===== config.mk =====
export PLATFORM = sky130hd
export DESIGN_NAME = can_arb_field_ctrl_flat
export DESIGN_NICKNAME = d
export VERILOG_FILES = /design/src/rtl/can_arb_field_ctrl_if.sv /design/src/rtl/can_arb_field_ctrl.sv /design/src/flat_wrapper.sv
export SDC_FILE = /design/constraint.sdc
export NUM_CORES = 1
export LEC_CHECK = 0
export BUFFER_PORTS_ARGS = -buffer_cell sky130_fd_sc_hd__buf_2
export CAP_MARGIN = 10
export CORE_ASPECT_RATIO = 0.7
export CORE_MARGIN = 2
export CORE_UTILIZATION = 60
export DETAILED_ROUTE_END_ITERATION = 10
export PLACE_DENSITY = 0.82
export SLEW_MARGIN = 20
export SYNTH_ARGS = -nofsm -noshare
export SYNTH_HDL_FRONTEND = slang
export SYNTH_SLANG_ARGS = --single-unit

===== constraint.sdc =====
create_clock -name clk -period 5.4 [get_ports clk]
set_clock_uncertainty 0.15 [all_clocks]
set_input_delay 1.08 -clock clk [delete_from_list [all_inputs] [get_ports clk]]
set_output_delay 1.08 -clock clk [all_outputs]
set_load 0.02 [all_outputs]

===== src/rtl/can_arb_field_ctrl_if.sv =====
// Bit-stream and identifier bus between bit-timing/destuff logic, the arbitration-field
// sequencer and the frame decoder. CAN_ACCEPT_FILTER_EN adds acceptance code/mask inputs.
interface can_arb_field_ctrl_if;
    logic        SP;
    logic        STUFF;
    logic        RX_BIT;
    logic        FRAME_END;
    logic [28:0] IDTFR;
    logic        IDE;
    logic        RTR;
    logic        ID_VALID;
    logic        BUSY;
    logic        FORM_ERR;
    logic        ACCEPT;
`ifdef CAN_ACCEPT_FILTER_EN
    logic [28:0] ACC_CODE;
    logic [28:0] ACC_MASK;

    modport master (
        output SP, STUFF, RX_BIT, FRAME_END, ACC_CODE, ACC_MASK,
        input  IDTFR, IDE, RTR, ID_VALID, BUSY, FORM_ERR, ACCEPT
    );
    modport slave (
        input  SP, STUFF, RX_BIT, FRAME_END, ACC_CODE, ACC_MASK,
        output IDTFR, IDE, RTR, ID_VALID, BUSY, FORM_ERR, ACCEPT
    );
`else
    modport master (
        output SP, STUFF, RX_BIT, FRAME_END,
        input  IDTFR, IDE, RTR, ID_VALID, BUSY, FORM_ERR, ACCEPT
    );
    modport slave (
        input  SP, STUFF, RX_BIT, FRAME_END,
        output IDTFR, IDE, RTR, ID_VALID, BUSY, FORM_ERR, ACCEPT
    );
`endif
endinterface


===== src/rtl/can_arb_field_ctrl.sv =====
// CAN arbitration-field sequencer: assembles the 29-bit identifier and strobes it to the decoder.
// Optional macro CAN_ACCEPT_FILTER_EN enables the acceptance filter (ACCEPT is tied high otherwise).
module can_arb_field_ctrl #(
    parameter int IDLE_BITS = 11,
    parameter int CNT_W     = 5
) (
    input logic              clk,
    input logic              reset,
    can_arb_field_ctrl_if.slave bus
);

    typedef enum logic [2:0] {
        S_IDLE_WAIT,
        S_IDLE,
        S_BASE_ID,
        S_SRR_RTR,
        S_IDE_BIT,
        S_EXT_ID,
        S_RTR_EXT,
        S_HOLD
    } state_t;

    localparam logic [CNT_W-1:0] C_IDLE_LAST = CNT_W'(IDLE_BITS - 1);
    localparam logic [CNT_W-1:0] C_BASE_LAST = CNT_W'(10);
    localparam logic [CNT_W-1:0] C_EXT_LAST  = CNT_W'(17);

    state_t             r_state, w_state;
    logic [CNT_W-1:0]   r_cnt, w_cnt;
    logic [28:0]        r_shadow, w_shadow;
    logic               r_srr_rtr, w_srr_rtr;
    logic [28:0]        r_idtfr, w_idtfr;
    logic               r_ide, w_ide;
    logic               r_rtr, w_rtr;
    logic               r_id_valid, w_id_valid;
    logic               r_busy, w_busy;
    logic               r_form_err, w_form_err;
    logic               r_accept, w_accept;
    logic               w_bit;

    assign w_bit = bus.SP & ~bus.STUFF;

`ifdef CAN_ACCEPT_FILTER_EN
    // Standard frames compare the base ID only; extended ID mask bits are ignored.
    function automatic logic f_accept(input logic [28:0] id, input logic ext,
                                      input logic [28:0] code, input logic [28:0] mask);
        logic [28:0] m;
        m = mask;
        if (!ext) m[28:11] = '0;
        return (((id ^ code) & m) == 29'd0);
    endfunction
`endif

    always_comb begin
        w_state    = r_state;
        w_cnt      = r_cnt;
        w_shadow   = r_shadow;
        w_srr_rtr  = r_srr_rtr;
        w_idtfr    = r_idtfr;
        w_ide      = r_ide;
        w_rtr      = r_rtr;
        w_id_valid = 1'b0;
        w_busy     = r_busy;
        w_form_err = 1'b0;
        w_accept   = r_accept;

        // Frame end/abort outranks a bit event on the same edge, so no late commit slips through.
        if (bus.FRAME_END && (r_state != S_IDLE_WAIT)) begin
            w_state  = S_IDLE_WAIT;
            w_cnt    = '0;
            w_busy   = 1'b0;
            w_shadow = '0;
        end else if (w_bit) begin
            case (r_state)
                S_IDLE_WAIT: begin
                    if (bus.RX_BIT) begin
                        if (r_cnt == C_IDLE_LAST) begin
                            w_state = S_IDLE;
                            w_cnt   = '0;
                        end else begin
                            w_cnt = r_cnt + CNT_W'(1);
                        end
                    end else begin
                        w_cnt = '0;
                    end
                end
                S_IDLE: begin
                    if (!bus.RX_BIT) begin
                        w_state  = S_BASE_ID;
                        w_cnt    = '0;
                        w_busy   = 1'b1;
                        w_shadow = '0;
                    end
                end
                S_BASE_ID: begin
                    w_shadow[10:0] = {r_shadow[9:0], bus.RX_BIT};
                    if (r_cnt == C_BASE_LAST) begin
                        w_state = S_SRR_RTR;
                        w_cnt   = '0;
                    end else begin
                        w_cnt = r_cnt + CNT_W'(1);
                    end
                end
                S_SRR_RTR: begin
                    w_srr_rtr = bus.RX_BIT;
                    w_state   = S_IDE_BIT;
                end
                S_IDE_BIT: begin
                    if (!bus.RX_BIT) begin
                        w_idtfr    = {18'd0, r_shadow[10:0]};
                        w_ide      = 1'b0;
                        w_rtr      = r_srr_rtr;
                        w_id_valid = 1'b1;
                        w_busy     = 1'b0;
                        w_state    = S_HOLD;
`ifdef CAN_ACCEPT_FILTER_EN
                        w_accept   = f_accept({18'd0, r_shadow[10:0]}, 1'b0,
                                              bus.ACC_CODE, bus.ACC_MASK);
`endif
                    end else if (!r_srr_rtr) begin
                        w_form_err = 1'b1;
                        w_busy     = 1'b0;
                        w_state    = S_IDLE_WAIT;
                        w_cnt      = '0;
                    end else begin
                        w_state = S_EXT_ID;
                        w_cnt   = '0;
                    end
                end
                S_EXT_ID: begin
                    w_shadow[28:11] = {r_shadow[27:11], bus.RX_BIT};
                    if (r_cnt == C_EXT_LAST) begin
                        w_state = S_RTR_EXT;
                        w_cnt   = '0;
                    end else begin
                        w_cnt = r_cnt + CNT_W'(1);
                    end
                end
                S_RTR_EXT: begin
                    w_idtfr    = r_shadow;
                    w_ide      = 1'b1;
                    w_rtr      = bus.RX_BIT;
                    w_id_valid = 1'b1;
                    w_busy     = 1'b0;
                    w_state    = S_HOLD;
`ifdef CAN_ACCEPT_FILTER_EN
                    w_accept   = f_accept(r_shadow, 1'b1, bus.ACC_CODE, bus.ACC_MASK);
`endif
                end
                S_HOLD: begin
                    w_state = S_HOLD;
                end
                default: begin
                    w_state = S_IDLE_WAIT;
                    w_cnt   = '0;
                end
            endcase
        end
    end

    always_ff @(posedge clk) begin
        if (reset) begin
            r_state    <= S_IDLE_WAIT;
            r_cnt      <= '0;
            r_shadow   <= '0;
            r_srr_rtr  <= 1'b0;
            r_idtfr    <= '0;
            r_ide      <= 1'b0;
            r_rtr      <= 1'b0;
            r_id_valid <= 1'b0;
            r_busy     <= 1'b0;
            r_form_err <= 1'b0;
            r_accept   <= 1'b0;
        end else begin
            r_state    <= w_state;
            r_cnt      <= w_cnt;
            r_shadow   <= w_shadow;
            r_srr_rtr  <= w_srr_rtr;
            r_idtfr    <= w_idtfr;
            r_ide      <= w_ide;
            r_rtr      <= w_rtr;
            r_id_valid <= w_id_valid;
            r_busy     <= w_busy;
            r_form_err <= w_form_err;
            r_accept   <= w_accept;
        end
    end

    assign bus.IDTFR    = r_idtfr;
    assign bus.IDE      = r_ide;
    assign bus.RTR      = r_rtr;
    assign bus.ID_VALID = r_id_valid;
    assign bus.BUSY     = r_busy;
    assign bus.FORM_ERR = r_form_err;
`ifdef CAN_ACCEPT_FILTER_EN
    assign bus.ACCEPT   = r_accept;
`else
    assign bus.ACCEPT   = 1'b1;
`endif

endmodule


===== src/flat_wrapper.sv =====
// flat-port wrapper written by rule: the top's interface ports become plain ports
module can_arb_field_ctrl_flat 
#(
    parameter int IDLE_BITS = 11,
    parameter int CNT_W     = 5
)
  (clk, reset, bus_SP, bus_STUFF, bus_RX_BIT, bus_FRAME_END, bus_IDTFR, bus_IDE, bus_RTR, bus_ID_VALID, bus_BUSY, bus_FORM_ERR, bus_ACCEPT);
  can_arb_field_ctrl_if bus_i ();
  input logic clk;
  input logic reset;
  input wire logic [$bits(bus_i.SP)-1:0] bus_SP;
  input wire logic [$bits(bus_i.STUFF)-1:0] bus_STUFF;
  input wire logic [$bits(bus_i.RX_BIT)-1:0] bus_RX_BIT;
  input wire logic [$bits(bus_i.FRAME_END)-1:0] bus_FRAME_END;
  output wire logic [$bits(bus_i.IDTFR)-1:0] bus_IDTFR;
  output wire logic [$bits(bus_i.IDE)-1:0] bus_IDE;
  output wire logic [$bits(bus_i.RTR)-1:0] bus_RTR;
  output wire logic [$bits(bus_i.ID_VALID)-1:0] bus_ID_VALID;
  output wire logic [$bits(bus_i.BUSY)-1:0] bus_BUSY;
  output wire logic [$bits(bus_i.FORM_ERR)-1:0] bus_FORM_ERR;
  output wire logic [$bits(bus_i.ACCEPT)-1:0] bus_ACCEPT;
  assign bus_i.SP = bus_SP;
  assign bus_i.STUFF = bus_STUFF;
  assign bus_i.RX_BIT = bus_RX_BIT;
  assign bus_i.FRAME_END = bus_FRAME_END;
  assign bus_IDTFR = bus_i.IDTFR;
  assign bus_IDE = bus_i.IDE;
  assign bus_RTR = bus_i.RTR;
  assign bus_ID_VALID = bus_i.ID_VALID;
  assign bus_BUSY = bus_i.BUSY;
  assign bus_FORM_ERR = bus_i.FORM_ERR;
  assign bus_ACCEPT = bus_i.ACCEPT;
  can_arb_field_ctrl #(.IDLE_BITS(IDLE_BITS), .CNT_W(CNT_W)) u_core (.clk(clk), .reset(reset), .bus(bus_i));
endmodule

### After elaboration in Yosys (flattened, before gate mapping)

Index checks and enable logic that the tools add are counted.

* register bits: 72
* input bits: 6
* output and inout port bits: 35
* word-level logic and storage cells: 84

* add/subtract/negate cells: 1
* equality and inequality tests: 17
* mux-type cells: 30
* bitwise operators: 6
* reductions and logical operators: 19

Operator list (count)
* 29-bit two-way mux: 2
* 29-bit one-hot mux with 2 select lines: 1
* 18-bit one-hot mux with 2 select lines: 1
* 5-bit two-way mux: 5
* 5-bit one-hot mux with 5 select lines: 1
* 11-bit one-hot mux with 2 select lines: 1
* 3-bit two-way mux: 7
* 3-bit one-hot mux with 7 select lines: 1
* 3-bit equality test, second input constant: 4
* 4-bit AND reduction: 3
* 3-bit AND reduction: 3
* 2-bit inequality test, second input constant: 4
* 1-bit two-way mux: 7
* 3-bit by 2-bit equality test with 1-bit output, second input constant: 2
* 2-bit by 1-bit inequality test with 1-bit output, second input constant: 3
* 1-bit one-hot mux with 2 select lines: 3
* 6-bit AND reduction: 1
* 2-bit nonzero test: 3
* 3-bit nonzero test: 2
* 5-bit by 1-bit adder with 5-bit output, second input constant: 1
* 5-bit by 4-bit equality test with 1-bit output, second input constant: 1
* 5-bit equality test, second input constant: 1
* 1-bit inverter: 5
* 5-bit nonzero test: 1
* 9 further kinds: 10

### Logic depth before layout (Yosys ltp)

* depth in word-level cells: 4
* mapped depth: 7
* mapped depth without buffers: 6

### Least setup slack after synthesis

No wires, ideal clock.

* kind: input to register
* start point: in bus_STUFF
* end point: reg u_core.r_idtfr[19], in the netlist u_core.bus.IDTFR[19]
* setup time: 0.134 ns
* arrival: 2.201 ns
* data required time: 5.116 ns
* setup slack: 2.915 ns
* cell stages on the path: 6
* buffers on the path: 2
* cell sequence: nand2b_1 or4_1 buf_2 buf_6 a22oi_2 nor2_2

* word-level cells in the longest chain between the ends: 3

Ends and longest elaborated chain
* start, declared: line flat_wrapper.sv:12 `input wire logic [$bits(bus_i.STUFF)-1:0] bus_STUFF;`
* 1-bit inverter: line can_arb_field_ctrl.sv:40 `assign w_bit = bus.SP & ~bus.STUFF;`
* 1-bit AND: line can_arb_field_ctrl.sv:40
* 4-bit AND reduction (no line)
* end signal, assigned: line can_arb_field_ctrl.sv:178 `r_idtfr <= w_idtfr;`
* end, declared: line can_arb_field_ctrl.sv:31 `logic [28:0] r_idtfr, w_idtfr;`

No other way between the ends.
A chain may end at the register's enable or synchronous reset.

### Worst setup path after layout

* start point: in bus_STUFF
* end point: reg u_core.r_rtr, in the netlist u_core.bus.RTR

* word-level cells in the longest chain between the ends: 3

Ends and longest elaborated chain
* 1-bit inverter: line can_arb_field_ctrl.sv:40
* 1-bit AND: line can_arb_field_ctrl.sv:40
* 4-bit AND reduction (no line)
* end signal, assigned: line can_arb_field_ctrl.sv:180 `r_rtr <= w_rtr;`
* end, declared: line can_arb_field_ctrl.sv:33 `logic r_rtr, w_rtr;`

No other way between the ends.

==> metrics.txt <==
TritonCTS buffer count 9; root buffer cell clkbuf_8; via count 2569; multi-input logic area 1469 sq um; syn_nets 356; WL final 6625 um; register area 1441 sq um; r2r setup slk 2870 ps; number of vias per cell 5.773; DRC Markers 0; DP Wirelength 4226 um; Post-DRT Antenna Nets 0; first-pass GRT wire length 11430 um; critical hold path startpoint u_core.bus.IDTFR[0]$_SDFFE_PP0P_; Synth-to-Final Area Change 12.07%; Synth top cells by count dfxtp_1 (72), nand2_1 (47), a21oi_1 (36); core footprint 4887 sq um; fin nets 381; largest net degree at the start of global routing 40; Critical Path Slowest Stage Cell or4_1; initial DRC count 157; leakage power figure between 0.001 and 0.0015 uW; crit end category flip-flop; Hold WC Path Type reg -> reg; Hold Slack 306.5 ps; Post-synth top flop dfxtp_1; reg2reg path depth 6; warnings from Yosys 0; worst slew pin tran 700.3 ps; number of port buffers 39; total grt overflow 0; Reg-to-Reg Start u_core.r_state[2]$_SDFFE_PP0P_; fin. max-slew vios 0; post-CTS setup buffers 0; Critical Path AT approximately 2900 ps; Setup CP Type in -> reg; hold_buf cts 0; final worst-path cycle share 52.84%; Yosys top cell by area dfxtp_1; most common cell in the netlist dfxtp_1; top post-synthesis cells by area dfxtp_1 (47%), a22oi_2 (7.3%), a21oi_1 (5.8%); cell area power density roughly 280 nW/um^2; Diodes inserted 0; fill cell count just over 400; min cycle time layout 2853 ps; number of H-tree levels 3; startpoint types input port; Final Hold Viols 0; Hold Path Depth 2; status complete, no violations; Fmax 350.5 MHz; die span in x 89.90 um; post-synth top area share approximately 47%; Max-slew headroom 53.06%; Starting Density between 60 and 70%; Worst R2R End u_core.bus.RTR$_SDFFE_PP0P_; wire per inst 14.89 um; sequential area share after synthesis 46.51%; vias in the first global route 2433; Worst Path Required 5460 ps; Cell Area, Synth 3099 sq um; Final TNS setup 0 ps; crit-path max FO 16; CTS tree built; Total GRT Usage about a quarter; routability cong. a little under 0.8; Post-CTS Resized 0; die height 64.13 um; FP Rows 21; sink count of the clock tree 72; Post-synth EDFFs 0; slowest stage delay, CP roughly 840 ps; RSZ-0062 raised after global routing no; Synth Register Bits 72; Clock Tree Buf Depth 2; I/O pin total 41; antenna violations before repair 0; Worst VDD drop ~0.00017 V; Post-Syn Instances 347; share of cells above drive strength 1 26.06%; drt pass-1 iters 4; hold endpoint u_core.bus.IDTFR[0]$_SDFFE_PP0P_; clock slew at reported path FFs 70 ps; crit path cell chain buf_2 -> nand2b_1 -> or4_1 -> buf_4 -> a211oi_1 -> nor3_1; Max-Cap Viols 0; asr flop ratio synth 0%; placed cells 429; Final Instance Count excl. Fillers approximately 450; library cells used by synthesis 48; Skew-Pair Late Insertion Delay 350 ps; Syn Area/Cell 8.931 sq um; final-report setup violation count 0; die area a little under 6000 sq um
## worst max-delay path by stage
stage	depth (start not counted)	slack (ps)	end	start
after floorplan	6	2910	u_core.bus.IDTFR[19]$_SDFFE_PP0P_	bus_STUFF
after global placement	6	2250	u_core.bus.RTR$_SDFFE_PP0P_	bus_STUFF
after detailed placement	6	2190	u_core.bus.RTR$_SDFFE_PP0P_	bus_STUFF
after CTS	6	2570	u_core.bus.RTR$_SDFFE_PP0P_	bus_STUFF
after global routing	6	2400	u_core.bus.RTR$_SDFFE_PP0P_	bus_STUFF
final	6	2550	u_core.bus.RTR$_SDFFE_PP0P_	bus_STUFF
## final cells by class
type,count,area share (%)
Clock inverter,5,1.657
Inverter,7,0.7565
Multi-Input combinational cell,236,42.29
Sequential cell,72,41.50
Clock buffer,10,3.963
Tap cell,69,2.486
Timing Repair Buffer,46,7.349
## cell usage in the layout, fill, tap and decap left out, drive strengths merged, types with 2 or more instances in the layout
cell type  count
a21o           2
clkinvlp       3
nand3          3
nor2b          3
and3b          2
a22oi         29
clkbuf        10
nand4         17
nor4           2
nand2b         5
inv            7
nand2         47
o211ai         6
a31oi          6
nor2          42
nor3           5
buf           46
a21oi         37
nor4b          2
nand3b         2
ha             3
a211oi         4
dfxtp         72
## worst max-delay path: cells and delay by family
kind / cells / cell delay [ps]
buf+inv: 2 / 470
compound gates: 1 / 220
simple gates: 3 / 1130
## state kept, by name, summed over array words and instances (netlist names)
register,flops
u_core.bus.IDTFR,29
u_core.r_shadow,29
u_core.r_cnt,5
u_core.r_state,3
u_core.bus.BUSY,1
u_core.bus.FORM_ERR,1
u_core.bus.IDE,1
u_core.bus.ID_VALID,1
u_core.bus.RTR,1
u_core.r_srr_rtr,1
## per-stage QoR
| stage | util [%] | instance area [sq um] | total power, uW | worst slack [ps] |
|---|---|---|---|---|
| 2_1_floorplan | - | 3099 | 566.6 | 2915 |
| 3_3_place_gp | 66.67 | 3258 | 573.6 | 2249 |
| 3_5_place_dp | 66.67 | 3258 | 574.4 | 2194 |
| 4_1_cts | 70.66 | 3453 | 989.7 | 2570 |
| 5_1_grt | 71.07 | 3473 | 1017 | 2396 |
| 6_report | 71.07 | 3473 | 983.6 | 2547 |
## power by group
part           leakage, uW  internal (uW)  switching [uW]
sequential        0.000580            531           0.926
combinational     0.000598           7.26            22.9
clock            0.0000904            222             199
total              0.00127            761             223
## layer usage
layer  share of wire, %  global-route usage, %
met5                  0                      0
met3                6.3                  7.547
met1                 47                  33.13
met4               0.92                  7.692
met2                 45                  38.83
## cells by family (layout without fill, tap and decap cells)
| logic type | after synthesis | count (layout) | share of synthesized area, % |
|---|---|---|---|
| AND/OR/NAND/NOR | 137 | 137 | 22.37 |
| AO/OA/AOI/OAI | 93 | 93 | 22.77 |
| flip-flops | 72 | 72 | 46.51 |
| buffers and inverters | 39 | 68 | 6.338 |
| adder cells (fa/ha/maj) | 3 | 3 | 1.211 |
| multiplexers | 2 | 2 | 0.6863 |
| other | 1 | 1 | 0.1210 |
Note: power is estimated with default switching activity, not from simulation.
